`src/rtl/pipe_pkg.sv`:
```
// pipe_pkg: shared helpers for the valid/ready pipeline slice.
//   count_w    - width of an occupancy counter able to hold 0..stages
//   stages_ok  - legality check for the pipeline depth parameter
package pipe_pkg;

    function automatic int count_w(input int stages);
        return $clog2(stages + 1);
    endfunction

    function automatic bit stages_ok(input int stages);
        return stages >= 1;
    endfunction

endpackage

```
`src/rtl/pipe_stage.sv`:
```
// pipe_stage: one pipeline slot (valid bit + payload register).
//   clk   - clock, all updates on posedge
//   rst   - synchronous active-high reset, clears valid and data
//   clear - synchronous discard of the valid bit (flush)
//   en    - load enable: capture v_in/d_in this edge
//   v_in  - incoming valid bit
//   d_in  - incoming payload
//   v     - registered valid bit
//   d     - registered payload
module pipe_stage #(
    parameter int WIDTH = 32
) (
    input  logic             clk,
    input  logic             rst,
    input  logic             clear,
    input  logic             en,
    input  logic             v_in,
    input  logic [WIDTH-1:0] d_in,
    output logic             v,
    output logic [WIDTH-1:0] d
);

    always_ff @(posedge clk) begin
        if (rst) begin
            v <= 1'b0;
            d <= '0;
        end else begin
            if (en) begin
                d <= d_in;
            end
            if (clear) begin
                v <= 1'b0;
            end else if (en) begin
                v <= v_in;
            end
        end
    end

endmodule

```
`src/rtl/valid_pipe.sv`:
```
// valid_pipe: STAGES-deep valid/ready pipeline with bubble collapse,
// synchronous flush and a registered occupancy count.
//   clk        - clock
//   rst        - synchronous active-high reset (overrides flush/transfers)
//   flush      - synchronous discard of all pipeline contents
//   up_valid   - upstream offers up_data
//   up_ready   - pipe accepts up_data this cycle
//   up_data    - upstream payload
//   down_valid - last stage holds a valid item
//   down_ready - downstream accepts down_data
//   down_data  - payload of the last stage
//   count      - number of valid stages (registered)
module valid_pipe
    import pipe_pkg::*;
#(
    parameter int WIDTH  = 32,
    parameter int STAGES = 4
) (
    input  logic                          clk,
    input  logic                          rst,
    input  logic                          flush,
    input  logic                          up_valid,
    output logic                          up_ready,
    input  logic [WIDTH-1:0]              up_data,
    output logic                          down_valid,
    input  logic                          down_ready,
    output logic [WIDTH-1:0]              down_data,
    output logic [count_w(STAGES)-1:0]    count
);

    localparam int CW = count_w(STAGES);
    localparam int unsigned NS = STAGES;

    if (!stages_ok(STAGES)) begin : g_bad_stages
        $error("valid_pipe: STAGES must be at least 1");
    end

    logic [STAGES-1:0] v;
    logic [STAGES-1:0] rdy;
    logic [STAGES-1:0] v_in;
    logic [STAGES-1:0] v_nxt;
    logic [WIDTH-1:0]  d    [STAGES];
    logic [WIDTH-1:0]  d_in [STAGES];
    logic [CW-1:0]     cnt_nxt;
    logic              tail_full;

    // rdy[i] = rdy[i+1] | ~v[i] unrolled: a stage can advance unless it and
    // every stage after it are valid while downstream stalls. Closed form
    // keeps the chain free of self-referencing vector bits.
    always_comb begin
        rdy       = '0;
        tail_full = 1'b1;
        for (int unsigned i = 0; i < NS; i++) begin
            tail_full = 1'b1;
            for (int unsigned j = i; j < NS; j++) begin
                tail_full = tail_full & v[j];
            end
            rdy[i] = down_ready | ~tail_full;
        end
    end

    assign up_ready = rdy[0] & ~flush & ~rst;

    always_comb begin
        v_in    = '0;
        v_in[0] = up_valid & up_ready;
        d_in[0] = up_data;
        for (int unsigned i = 1; i < NS; i++) begin
            v_in[i] = v[i-1];
            d_in[i] = d[i-1];
        end
    end

    for (genvar i = 0; i < STAGES; i++) begin : g_stage
        pipe_stage #(.WIDTH(WIDTH)) u_stage (
            .clk   (clk),
            .rst   (rst),
            .clear (flush),
            .en    (rdy[i]),
            .v_in  (v_in[i]),
            .d_in  (d_in[i]),
            .v     (v[i]),
            .d     (d[i])
        );
    end

    // Count tracks the valid bits the stages will hold after this edge,
    // so it is registered in lock-step with them.
    always_comb begin
        v_nxt   = '0;
        cnt_nxt = '0;
        for (int unsigned i = 0; i < NS; i++) begin
            v_nxt[i] = flush ? 1'b0 : (rdy[i] ? v_in[i] : v[i]);
            cnt_nxt  = cnt_nxt + CW'(v_nxt[i]);
        end
    end

    always_ff @(posedge clk) begin
        if (rst) begin
            count <= '0;
        end else begin
            count <= cnt_nxt;
        end
    end

    assign down_valid = v[STAGES-1];
    assign down_data  = d[STAGES-1];

endmodule

```
`config.mk`:
```
export PLATFORM = sky130hd
export DESIGN_NAME = valid_pipe
export DESIGN_NICKNAME = d
export VERILOG_FILES = /design/src/rtl/pipe_pkg.sv /design/src/rtl/pipe_stage.sv /design/src/rtl/valid_pipe.sv
export SDC_FILE = /design/constraint.sdc
export NUM_CORES = 1
export LEC_CHECK = 0
export BUFFER_PORTS_ARGS = -buffer_cell sky130_fd_sc_hd__buf_2
export CORE_MARGIN = 2
export CORE_UTILIZATION = 29
export DETAILED_ROUTE_END_ITERATION = 10
export GPL_TIMING_DRIVEN = 0
export SLEW_MARGIN = 10
export SYNTH_ARGS = -nofsm -noshare
export SYNTH_HDL_FRONTEND = slang
export SYNTH_HIERARCHICAL = 1
export SYNTH_SLANG_ARGS = --single-unit
export TNS_END_PERCENT = 5
```
`constraint.sdc`:
```
create_clock -name clk -period 3.2 [get_ports clk]
set_clock_uncertainty 0.05 [all_clocks]
set_input_delay 0.64 -clock clk [delete_from_list [all_inputs] [get_ports clk]]
set_output_delay 0.64 -clock clk [all_outputs]
set_load 0.01 [all_outputs]
```
# Yosys cells after proc, flatten, opt, wreduce, memory -nomap -nowiden
# Cells that the tools add are included.
dict set report word_totals {
  ram_bits 0
  romBits 0
  mem_count 0
  ff_bits 135
  out_inout_bits 37
  latchBits 0
}
dict set report op_classes {
  n_eq_ne 0
  n_mul 0
  bitwise_logic 19
  order_cmp 0
  n_shift 0
  muxes 8
  addsub 3
  n_reduce_logical 0
  n_div 0
}
# op count
set op_table {}
lappend op_table {{$and A1 B1 Y1} 9}
lappend op_table {{$mux W1} 8}
lappend op_table {{$not A1 Y1} 6}
lappend op_table {{$or A1 B1 Y1} 4}
lappend op_table {{$add A2 B1 Y3} 1}
lappend op_table {{$add A3 B1 Y3} 1}
lappend op_table {{$add A1 B1 Y2} 1}

# Longest topological paths before layout
dict set report logic_depth {
  depth_word 13
  depth_mapped 7
}

# Modules after synthesis
# The synthesis kept the hierarchy.
# mod n_inst cells_per_inst area_per_inst_um2
set by_module_without_submodules {}
lappend by_module_without_submodules {pipe_stage 4 107 1203.7}
lappend by_module_without_submodules {valid_pipe 1 24 225.2}

# Worst setup path after synthesis
# No wires, ideal clock.
dict set report synth_path {
  path_type {input to register}
  startpoint {input down_ready}
  endpoint {register count[1]}
  required_ns 3.036
  setup_time_ns 0.114
  arrival_time_ns 2.239
  path_buffers 0
  path_slack_ns 0.797
  cell_stages 7
  path_cell_list {and4b_4 > inv_2 > o31ai_2 > fa_1 > ha_1 > ha_1 > nor2b_1}
}
# item line_no
set synth_lines {}
lappend synth_lines {{start: declaration} valid_pipe.sv:26} ;# input logic down_ready,
lappend synth_lines {{$or A1 B1 Y1} valid_pipe.sv:58} ;# rdy[i] = down_ready | ~tail_full;
lappend synth_lines {{named net rdy[1]} valid_pipe.sv:39} ;# logic [STAGES-1:0] rdy;
lappend synth_lines {{$mux W1 (2 in a row)} n/a}
lappend synth_lines {{$add A1 B1 Y2} valid_pipe.sv:94} ;# cnt_nxt = cnt_nxt + CW'(v_nxt[i]);
lappend synth_lines {{$add A2 B1 Y3} valid_pipe.sv:94}
lappend synth_lines {{$add A3 B1 Y3} valid_pipe.sv:94}
lappend synth_lines {{named net cnt_nxt[1]} valid_pipe.sv:44} ;# logic [CW-1:0] cnt_nxt;
lappend synth_lines {{end signal: assignment} valid_pipe.sv:102} ;# count <= cnt_nxt;
lappend synth_lines {{end: declaration} valid_pipe.sv:28} ;# output logic [count_w(STAGES)-1:0] count
# The timed path passes the listed nets, and every way through them passes these cells.
# A chain may end at the register's enable or synchronous reset.

# Final worst setup path
dict set report layout_path {
  startpoint {register g_stage[2].u_stage.v}
  endpoint {register count[1]}
}
# item line_no
set layout_lines {}
lappend layout_lines {{start: declaration} pipe_stage.sv:19} ;# output logic v,
lappend layout_lines {{start signal: assignment} pipe_stage.sv:34} ;# v <= v_in;
lappend layout_lines {{$and A1 B1 Y1 (2 in a row)} valid_pipe.sv:56} ;# tail_full = tail_full & v[j];
lappend layout_lines {{$not A1 Y1} valid_pipe.sv:58}
lappend layout_lines {{$or A1 B1 Y1} valid_pipe.sv:58}
lappend layout_lines {{named net rdy[1]} valid_pipe.sv:39}
lappend layout_lines {{$mux W1 (2 in a row)} n/a}
lappend layout_lines {{$add A1 B1 Y2} valid_pipe.sv:94}
lappend layout_lines {{$add A2 B1 Y3} valid_pipe.sv:94}
lappend layout_lines {{$add A3 B1 Y3} valid_pipe.sv:94}
lappend layout_lines {{named net cnt_nxt[1]} valid_pipe.sv:44}
# The timed path passes the listed nets, and every way through them passes these cells.

==> qor.yml <==
outcome: "complete, no violations"
die_h_um: 136
route.final.wire_length_um: 10300
die_area_um2: 18400
cts_max_path_buffers: 2
ant_nets: 0
postLayoutCellArea_um2: 6290
cp.required_ps: 3440
insertion_delay_ps: 400
place_area_um2: 5690
clock-sinks: 135
pwr-share-clk_pct: 50.6
place_hpwl_um: 7710
setup_violations: 0
regArea_um2: 2700
critical_path_arrival_ps: 2430
die_w_um: 136
maxSlewViolCount: 0
max_freq_mhz: 457
hold_viol_final: 0
p_leak_nw: 3.56
grt_usage_pct: 11.9
top_usage_layer: "met2"
grtUsageMet1_pct: 13.4
syn_area_um2: 5040
hp-class: "input port to flip-flop"
fin_crit_sh_pct: 68.4
reg2reg_from: "g_stage[2].u_stage/v"
power_frac_comb_pct: 3.6
cts_hold_buf: 0
syn_area_per_cell_um2: 11.2
synthFlopType: "dfxtp_1"
grt_max_degree: 17
synth-edff-count: 0
synth_warnings: 6
synth_top_cell_by_area: "dfxtp_1"
start_util_pct: 29.4
cts_resized: 0
syn_inst: 452
maxCapViolations: 0
postCtsSetupBuffers: 0
yosys-top-cells-area: "dfxtp_1 (54%), mux2i_1 (26%), nor2_1 (9.5%)"
drive_above_1_share_pct: 23.3
period_minus_slack_ps: 2190
hold_start: "up_data[11]"
startpoint: "g_stage[2].u_stage/v"
nFillCells: 1708
use_met3_pct: 4.29
finalNetCount: 584
synth_top_cell_area_share_pct: 53.6
ios: 74
h-tree-depth: 4
rows: 48
setup.worst_path.start_class: "flip-flop"
endpoint_kind: "flip-flop"
cts_inserted_buffers: 17
yosysUniqueCellTypes: 22
path_max_fanout: 5
synthTopCellsByCount: "dfxtp_1 (135), mux2i_1 (132), nor2_1 (128), buf_12 (12), clkbuf_1 (12)"
first_global_vias: 3298
drt_iter0_markers: 143
firstDrtPassIters: 4
tightest_slew_ps: 565
post-synth-top-count-cell: "dfxtp_1"
p_sw_mw: 0.847
setup_ws_ps: 1010
cts_root_buffer: "clkbuf_16"
vdd.ir_drop.worst_mv: 0.402
multiInputGateArea_um2: 1970
n_antenna_cell: 0
portBuffers: 73
ys_ff_latch: 135
tns_ps: 0
p_seq_share_pct: 45.7
route.vias.total: 3276
holdWs_ps: 415
syn2layout_area_growth_pct: 24.9
cts_tree: "built"
avgViaCountPerCell: 4.19
p_int_mw: 3.02
routedWlPerCell_um: 13.2
pre_cts_slack_ps: 603
gp_congestion: 0.728
yosysSeqAreaShare_pct: 53.6
p_sw_share_pct: 21.9
crit_type: "flip-flop to flip-flop"
syn_nets: 492
core_area_um2: 17100
met2_usage_pct: 20.4
grt_pass1_wl_um: 16800
clk_pin_slew_ps: 60
drc: 0
postSynth.asyncResetShare_pct: 0
relSlewSlack_pct: 62.3
grt_antenna_before_repair: 0
overflow: 0
power.density_nw_per_um2: 615
rsz0062_at_grt: "no"
cells by family (layout without fill, tap and decap cells):
logic type	count (synthesis)	in the layout	share of synthesized area, %
DFF	135	135	53.6
muxes	132	132	26.2
buffers and inverters	36	141	7.25
AOI/OAI and AO/OA	6	6	0.869
and+or+nand+nor	140	140	11.1
adders and majority gates	3	3	0.894
worst paths after layout:
path / endpoint / slack, ps / cells after the start
worst min-delay path: g_stage[0].u_stage/d[11] / 420 / 3
worst min register to register: g_stage[3].u_stage/d[17] / 440 / 2
worst max register to register: count[1] / 1010 / 7
worst max-delay path: count[1] / 1010 / 7
per-layer routing:
layer | share of wire, % | up-vias | routed length [um]
met4 | 1.5 | 0 | 155
met2 | 50 | 52 | 5140
met3 | 3.8 | 10 | 395
met1 | 45 | 1524 | 4620
met5 | 0 | - | 0
li1 | - | 1690 | -
power groups by stage:
stage	registers [mW]	clock network [mW]	logic [mW]
6_report	1.77	1.96	0.141
5_1_grt	1.78	2.10	0.160
4_1_cts	1.77	2.01	0.144
3_5_place_dp	1.81	0	0.143
3_3_place_gp	1.80	0	0.136
2_1_floorplan	1.80	0	0.0847
flip-flops by register name (all words and copies together), names as in the netlist:
name               flops
count                  3
g_stage.u_stage/d    128
g_stage.u_stage/v      4
worst max-delay path: stages (launching register included):
cell	delay [ps]
dfxtp_1	400
and4b_4	300
inv_2	60
o31ai_2	220
fa_1	440
ha_1	210
ha_1	260
nor2b_1	130
per-stage QoR:
step	std cells	util [%]	power (mW)
6_report	782	36.8	3.87
5_1_grt	782	36.8	4.04
4_1_cts	782	36.8	3.93
3_5_place_dp	750	33.2	1.95
3_3_place_gp	750	33.2	1.94
2_1_floorplan	452	-	1.88
final cells by class:
| type | instances | area share (%) |
|---|---|---|
| timing repair buffer | 73 | 5.81 |
| multi-input combinational | 281 | 31.3 |
| clock buffer | 20 | 7.42 |
| buffer | 32 | 5.57 |
| clock inverter | 12 | 2.23 |
| inverter | 4 | 0.239 |
| tap | 225 | 4.47 |
| sequential | 135 | 42.9 |
layout by cell type (no fill, tap or decap), drive strengths merged, types with 2 or more instances in the layout:
cell type,count
mux2i,132
clkinv,4
clkbuf,36
clkinvlp,3
bufinv,2
nor2,128
inv,7
buf,89
dfxtp,135
nor3,4
ha,2
a21oi,4
nor2b,3
Power figures use the tool's default switching activity.
